File: config.mk
export PLATFORM = sky130hd
export DESIGN_NAME = pulse_analyzer
export DESIGN_NICKNAME = d
export VERILOG_FILES = /design/src/rtl/pulse_analyzer.sv
export SDC_FILE = /design/constraint.sdc
export NUM_CORES = 1
export LEC_CHECK = 0
export ABC_AREA = 0
export CAP_MARGIN = 20
export CELL_PAD_IN_SITES_DETAIL_PLACEMENT = 1
export CELL_PAD_IN_SITES_GLOBAL_PLACEMENT = 2
export CORE_UTILIZATION = 38
export CTS_CLUSTER_DIAMETER = 60
export DETAILED_ROUTE_END_ITERATION = 7
export PLACE_DENSITY_LB_ADDON = 0.2
export SYNTH_ARGS = -nofsm -noshare
export SYNTH_HDL_FRONTEND = slang
export SYNTH_SLANG_ARGS = --single-unit
File: constraint.sdc
create_clock -name i_clk -period 4.3 [get_ports i_clk]
set_clock_uncertainty 0.2 [all_clocks]
set_input_delay 1.29 -clock i_clk [delete_from_list [all_inputs] [get_ports i_clk]]
set_output_delay 1.29 -clock i_clk [all_outputs]
set_load 0.1 [all_outputs]
File: src/rtl/pulse_analyzer.sv
// Receive-side pulse train analyser: synchronises i_pulse, measures high time and
// period per cycle of the train, reports each completed period, tracks lock and timeout.
module pulse_analyzer #(
   parameter int unsigned CNT_W        = 7,
   parameter int unsigned EXP_DURATION = 3,
   parameter int unsigned EXP_PERIOD   = 7,
   parameter int unsigned TIMEOUT      = 127,
   parameter int unsigned LOCK_COUNT   = 4
) (
   input  logic             i_clk,
   input  logic             i_rst_n,
   input  logic             i_pulse,
   output logic [CNT_W-1:0] o_duration,
   output logic [CNT_W-1:0] o_period,
   output logic             o_valid,
   output logic             o_match,
   output logic             o_lock,
   output logic             o_timeout
);

   localparam logic [CNT_W-1:0] DUR_C   = CNT_W'(EXP_DURATION);
   localparam logic [CNT_W-1:0] PER_C   = CNT_W'(EXP_PERIOD);
   localparam logic [CNT_W-1:0] LIMIT_C = CNT_W'(TIMEOUT);
   localparam logic [CNT_W-1:0] ONE_C   = CNT_W'(1);
   localparam logic [3:0]       LOCK_C  = 4'(LOCK_COUNT);

   typedef enum logic [1:0] {IDLE, HIGH, LOW} state_t;

   state_t           state;
   logic             sync1, s, s_d;
   logic             rise, fall;
   logic [CNT_W-1:0] hi_cnt, per_cnt;
   logic [3:0]       match_cnt, match_nxt;
   logic             is_match, at_limit;

   always_ff @(posedge i_clk or negedge i_rst_n) begin
      if (!i_rst_n) begin
         sync1 <= 1'b0;
         s     <= 1'b0;
         s_d   <= 1'b0;
      end else begin
         sync1 <= i_pulse;
         s     <= sync1;
         s_d   <= s;
      end
   end

   always_comb begin
      rise      = s & ~s_d;
      fall      = ~s & s_d;
      is_match  = (hi_cnt == DUR_C) && (per_cnt == PER_C);
      at_limit  = (per_cnt == LIMIT_C);
      match_nxt = '0;
      if (is_match)
         match_nxt = (match_cnt == LOCK_C) ? match_cnt : match_cnt + 4'd1;
   end

   // A rise on the TIMEOUT cycle still closes the period normally, so rise is tested first.
   always_ff @(posedge i_clk or negedge i_rst_n) begin
      if (!i_rst_n) begin
         state      <= IDLE;
         hi_cnt     <= '0;
         per_cnt    <= '0;
         match_cnt  <= '0;
         o_duration <= '0;
         o_period   <= '0;
         o_valid    <= 1'b0;
         o_match    <= 1'b0;
         o_lock     <= 1'b0;
         o_timeout  <= 1'b0;
      end else begin
         o_valid <= 1'b0;
         unique case (state)
            IDLE: begin
               if (rise) begin
                  state     <= HIGH;
                  hi_cnt    <= ONE_C;
                  per_cnt   <= ONE_C;
                  o_timeout <= 1'b0;
               end
            end
            HIGH, LOW: begin
               if (rise) begin
                  o_duration <= hi_cnt;
                  o_period   <= per_cnt;
                  o_match    <= is_match;
                  o_valid    <= 1'b1;
                  match_cnt  <= match_nxt;
                  o_lock     <= (match_nxt == LOCK_C);
                  hi_cnt     <= ONE_C;
                  per_cnt    <= ONE_C;
                  state      <= HIGH;
               end else if (at_limit) begin
                  state     <= IDLE;
                  o_timeout <= 1'b1;
                  match_cnt <= '0;
                  o_lock    <= 1'b0;
               end else begin
                  per_cnt <= per_cnt + ONE_C;
                  if (state == HIGH && s)
                     hi_cnt <= hi_cnt + ONE_C;
                  if (state == HIGH && fall)
                     state <= LOW;
               end
            end
            default: state <= IDLE;
         endcase
      end
   end

endmodule

## Yosys cells after proc, flatten, opt, wreduce, memory -nomap -nowiden

Cells that the tools add are included.

| cells by class | value |
|---|---|
| divide/modulo/power cells | 0 |
| order comparisons | 0 |
| bitwise gates (word level) | 4 |
| shifts and indexed selects | 0 |
| eq/ne operators | 13 |
| multiplexer cells | 25 |
| add/subtract/negate cells | 3 |
| $mul | 0 |
| reduce and logical (&&, ||, !) cells | 13 |

Operators with widths:

| kind | count |
|---|---|
| 7-bit 2-to-1 mux | 6 |
| 7-bit one-hot mux with 2 select lines | 2 |
| 4-bit 2-to-1 mux | 4 |
| 7-bit by 1-bit adder with 7-bit output (second input constant) | 2 |
| 4-bit by 3-bit == test with 1-bit output (second input constant) | 2 |
| 2-bit 2-to-1 mux | 4 |
| 4-bit AND reduction | 2 |
| 7-bit by 2-bit == test with 1-bit output (second input constant) | 1 |
| 7-bit by 3-bit == test with 1-bit output (second input constant) | 1 |
| 7-bit == test (second input constant) | 1 |
| 1-bit 2-to-1 mux | 7 |
| 2-bit != test (second input constant) | 3 |
| 3-bit != test (second input constant) | 2 |
| 2-bit AND reduction | 3 |
| 4-bit by 1-bit adder with 4-bit output (second input constant) | 1 |
| 4-bit != test (second input constant) | 1 |
| 2-bit one-hot mux with 2 select lines | 1 |
| 2-bit nonzero test | 2 |
| 1-bit logical AND | 3 |
| 3-bit AND reduction | 1 |
| 1-bit bitwise AND | 2 |
| 2-bit by 1-bit == test with 1-bit output (second input constant) | 1 |
| 2-bit == test (second input constant) | 1 |
| 2-bit logical NOT | 1 |
| other kinds (3) | 4 |

| storage, ports and cells | value |
|---|---|
| input bits | 3 |
| bits in read-only memories | 0 |
| register bits | 41 |
| RAM bits | 0 |
| latch bits | 0 |
| memories | 0 |
| output and inout port bits | 18 |

## Logic depth before layout (Yosys ltp)

| logic depth | value |
|---|---|
| word-level depth | 7 |
| mapped depth | 8 |
| mapped depth without buffers | 6 |

## Least setup slack after synthesis

Ideal clock, no wire load.

| timing | value |
|---|---|
| path kind | register to output |
| start | register o_timeout |
| end | output port o_timeout |
| data required time | 2810 ps |
| setup slack | 1902 ps |
| arrival | 908 ps |
| cell stages (with the launch flop) | 1 |
| cell sequence | dfrtp_1 |

RTL lines:

| element | line | RTL |
|---|---|---|
| start, declared | 18 | `output logic o_timeout` |
| start signal, assigned | 70 | `o_timeout <= 1'b0;` |
| start signal, assigned | 79 | `o_timeout <= 1'b0;` |
| start signal, assigned | 95 | `o_timeout <= 1'b1;` |

No word-level cell between the ends.

## Final worst setup path

| timing | value |
|---|---|
| start | register o_duration[6] |
| end | output port o_duration[6] |

RTL lines:

| element | line | RTL |
|---|---|---|
| start, declared | 13 | `output logic [CNT_W-1:0] o_duration,` |
| start signal, assigned | 84 | `o_duration <= hi_cnt;` |

No word-level cell between the ends.

==> run_results.csv <==
group,metric,value,unit
run_status,outcome,"complete, no violations",
synthesis,synth_flop_cell,"dfrtp_1",
synthesis,ys_ff_latch,41,
place,dp_hpwl,3.37,mm
floorplan,ios,21,
setup_path,worst_ep_required_time,2.81,ns
finish,final_cell_mix,"nand2_1 (57), dfrtp_1 (41), clkdlybuf4s50_1 (19)",
synthesis,syn_inst,220,
setup_path,r2r-end,"hi_cnt[5]",
setup_path,r2r_start,"state[1]",
drt,first_iter_violations,84,
global_route,grt_max_degree,42,
hold_path,hold_path_end,"s",
setup_path,reg2reg_depth,6,
clocking,htreeDepth,2,
clocking,numCtsBuffers,5,
setup_path,start_kind,"flop",
floorplan,die_h,76.2,um
timing,slew_headroom,34.7,%
pwr,peakVddDrop,0.000243,V
flow_run,maxCapViolCount,0,
pwr,p_leak,1.13,nW
setup_path,worst-path-buf-inv,1,
clocking,clock-sinks,41,
drt,firstDrtPassIters,4,
global_route,grt_overflow,0,
finish,drive_above_1_share,4.96,%
global_route,antenna_found_initial,0,
setup_path,crit_path_top_delay_cell,"clkdlybuf4s50_1",
finish,fin_cells,312,
timing,finalSetupTns,0,ns
drt,routed_wl,4.91,mm
synthesis,synth_nets,231,
timing,finalCritPeriodShare,76.6,%
timing,slew_viol_final,0,
hold_path,hold_path_class,"flop to flop",
synthesis,synth_top_family_by_area,"simple AND/OR/NAND/NOR gates",
synthesis,synth_edf_count,0,
global_route,grt_pass1_wl,8.49,mm
place,io_buffers,20,
setup_path,path_cells,"clkdlybuf4s50_1",
drt,drcViolationCount,0,
setup_path,critPathMaxStageDelay,1.14,ns
synthesis,synth-compound-area-share,15.3,%
clocking,postCtsSetupBuffers,0,
synthesis,synth.distinct_cells,47,
finish,seq_area,1030,um^2
floorplan,die_area,5800,um^2
clocking,cts_resized,0,
global_route,globalRouteTotalUtil,18.6,%
synthesis,synthSimpleGateAreaFrac,22.2,%
timing,fmax,0.304,GHz
setup_path,crit_fanout,2,
drt,routedWlPerCell,15.7,um
clocking,clkTransAtPathRegs,0.08,ns
place,gp_congestion,0.753,
place,dp_cells,304,
drt,avgViaCountPerCell,5.30,
finish,final_common_cell,"nand2_1",
floorplan,coreArea,5200,um^2
timing,rsz0062_at_grt,"no",
clocking,root_buffer,"clkbuf_8",
finish,nNetsFinal,252,
hold_path,holdPathStages,0,
drt,vias,1653,
pwr,power_density,641,nW/um^2
hold_path,min_from,"sync1",
floorplan,start_util,40.1,%
setup_path,critPathKind,"flop to primary output",
synthesis,yosysSeqAreaShare,49.1,%
finish,n_fill_cell,608,
setup_path,critPathCaptureType,"primary output",
finish,area_growth,17.6,%
clocking,hold_buffers,0,
synthesis,synth_fa_ha_area_share,4.79,%
synthesis,yosysWarnings,0,
synthesis,synth_area,2090,um^2
drt,ant_nets,0,
timing,setup_viol,0,
floorplan,die_x,76.2,um
finish,diodes,0,
finish,multi_input_area,965,um^2
synthesis,async_flop_share,100,%
clocking,cts.path.max_buffers,2,
global_route,grt_pass1_vias,1660,
synthesis,synthMuxAreaShare,3.89,%
timing,worst_slew_pin_slew,0.976,ns
setup_path,crit_arrival,1.80,ns
floorplan,rows,26,
clocking,cts_tree,"yes",
synthesis,synth_area_per_cell,9.50,um^2
synthesis,synth_xor_area_share,0,%
timing,fin_crit,3.29,ns
clocking,clock_latency,0.30,ns
timing,finalHoldViolations,0,
setup_path,r2r_setup_slack,1.85,ns
setup_path,critPathTopFamily,"buffers and inverters",
## flip-flops by register name (all words and copies together), names as in the netlist
name / count
o_valid: 1
s: 1
o_duration: 7
sync1: 1
o_timeout: 1
hi_cnt: 7
match_cnt: 4
s_d: 1
o_period: 7
o_match: 1
per_cnt: 7
state: 2
o_lock: 1
## stage by stage
| stage | hold WS (ns) | total power, mW | cell area, um^2 | utilization [%] | worst slack [ns] |
|---|---|---|---|---|---|
| after detailed placement | 0.139 | 1.25 | 2340 | 44.9 | 1.31 |
| after global routing | 0.159 | 1.67 | 2460 | 47.2 | 0.959 |
| after CTS | 0.157 | 1.59 | 2460 | 47.2 | 0.976 |
| after floorplan | 0.131 | 1.10 | 2090 | - | 1.90 |
| after global placement | 0.136 | 1.24 | 2340 | 44.9 | 1.35 |
| final | 0.153 | 1.57 | 2460 | 47.2 | 1.01 |
## area by class of cell
type,instances,area share (%)
Multi-Input combinational cell,157,39.3
Tap cell,70,3.56
Clock inverter,2,1.53
Sequential cell,41,41.8
Clock buffer,6,3.36
Timing Repair Buffer,21,8.25
Inverter,15,2.29
## kinds of logic after synthesis
kind of cell / count (synthesis)
AOI/OAI and AO/OA: 44
DFF: 41
and+or+nand+nor: 97
muxes: 8
buffers and inverters: 22
adders and majority gates: 8
## worst max-delay path by stage
stage / from / to / cells past startpoint
finish: o_duration[6] / o_duration[6] / 1
global route: o_duration[6] / o_duration[6] / 1
CTS: o_duration[6] / o_duration[6] / 1
detailed placement: o_duration[6] / o_duration[6] / 1
global placement: o_timeout / o_timeout / 1
floorplan: o_timeout / o_timeout / 0
## cell usage after synthesis, types with 2 or more instances
library cell | number | area share, %
o22ai_1 | 2 | 0.60
or4_1 | 2 | 0.72
buf_6 | 2 | 1.1
o211ai_1 | 2 | 0.72
a32o_1 | 2 | 0.96
inv_1 | 15 | 2.7
dfrtp_1 | 41 | 49
clkbuf_1 | 3 | 0.54
nor4_1 | 3 | 0.90
nand3b_1 | 2 | 0.72
o21ai_0 | 8 | 1.9
nand4_1 | 2 | 0.60
nor3_1 | 3 | 0.72
ha_1 | 8 | 4.8
a2bb2oi_1 | 2 | 0.84
a21oi_1 | 5 | 1.2
nand2b_1 | 10 | 3.0
a22o_1 | 2 | 0.84
mux2i_1 | 7 | 3.4
a21o_1 | 3 | 1.1
o31ai_1 | 3 | 1.1
a31oi_1 | 3 | 0.90
or3_1 | 2 | 0.60
nand2_1 | 57 | 10
nor2_1 | 2 | 0.36
nand4b_1 | 2 | 0.84
nand3_1 | 7 | 1.7
## worst reg2reg max path, stage by stage, from the launching register on
cell	delay [ns]
dfrtp_1	0.40
inv_1	0.08
ha_1	0.42
inv_1	0.18
nor4_1	0.73
nor4_1	0.18
mux2i_1	0.16
## report_power, final
part           internal (mW)  switching (mW)  total, mW
clock network          0.189           0.145      0.334
logic                  0.211           0.504      0.715
registers              0.455          0.0714      0.526
total                  0.854           0.720       1.57
## metal layers
metal  routed length [um]  part of all wire, %  GRT usage, %  vias up
li1                     -                    -             -      818
met1                 2430                   50          24.3      815
met2                 2320                   47          31.3       14
met3                   92                  1.9          3.59        6
met4                   57                  1.2          5.38        0
met5                    0                    0             0        -
(Power assumes the default switching activity.)
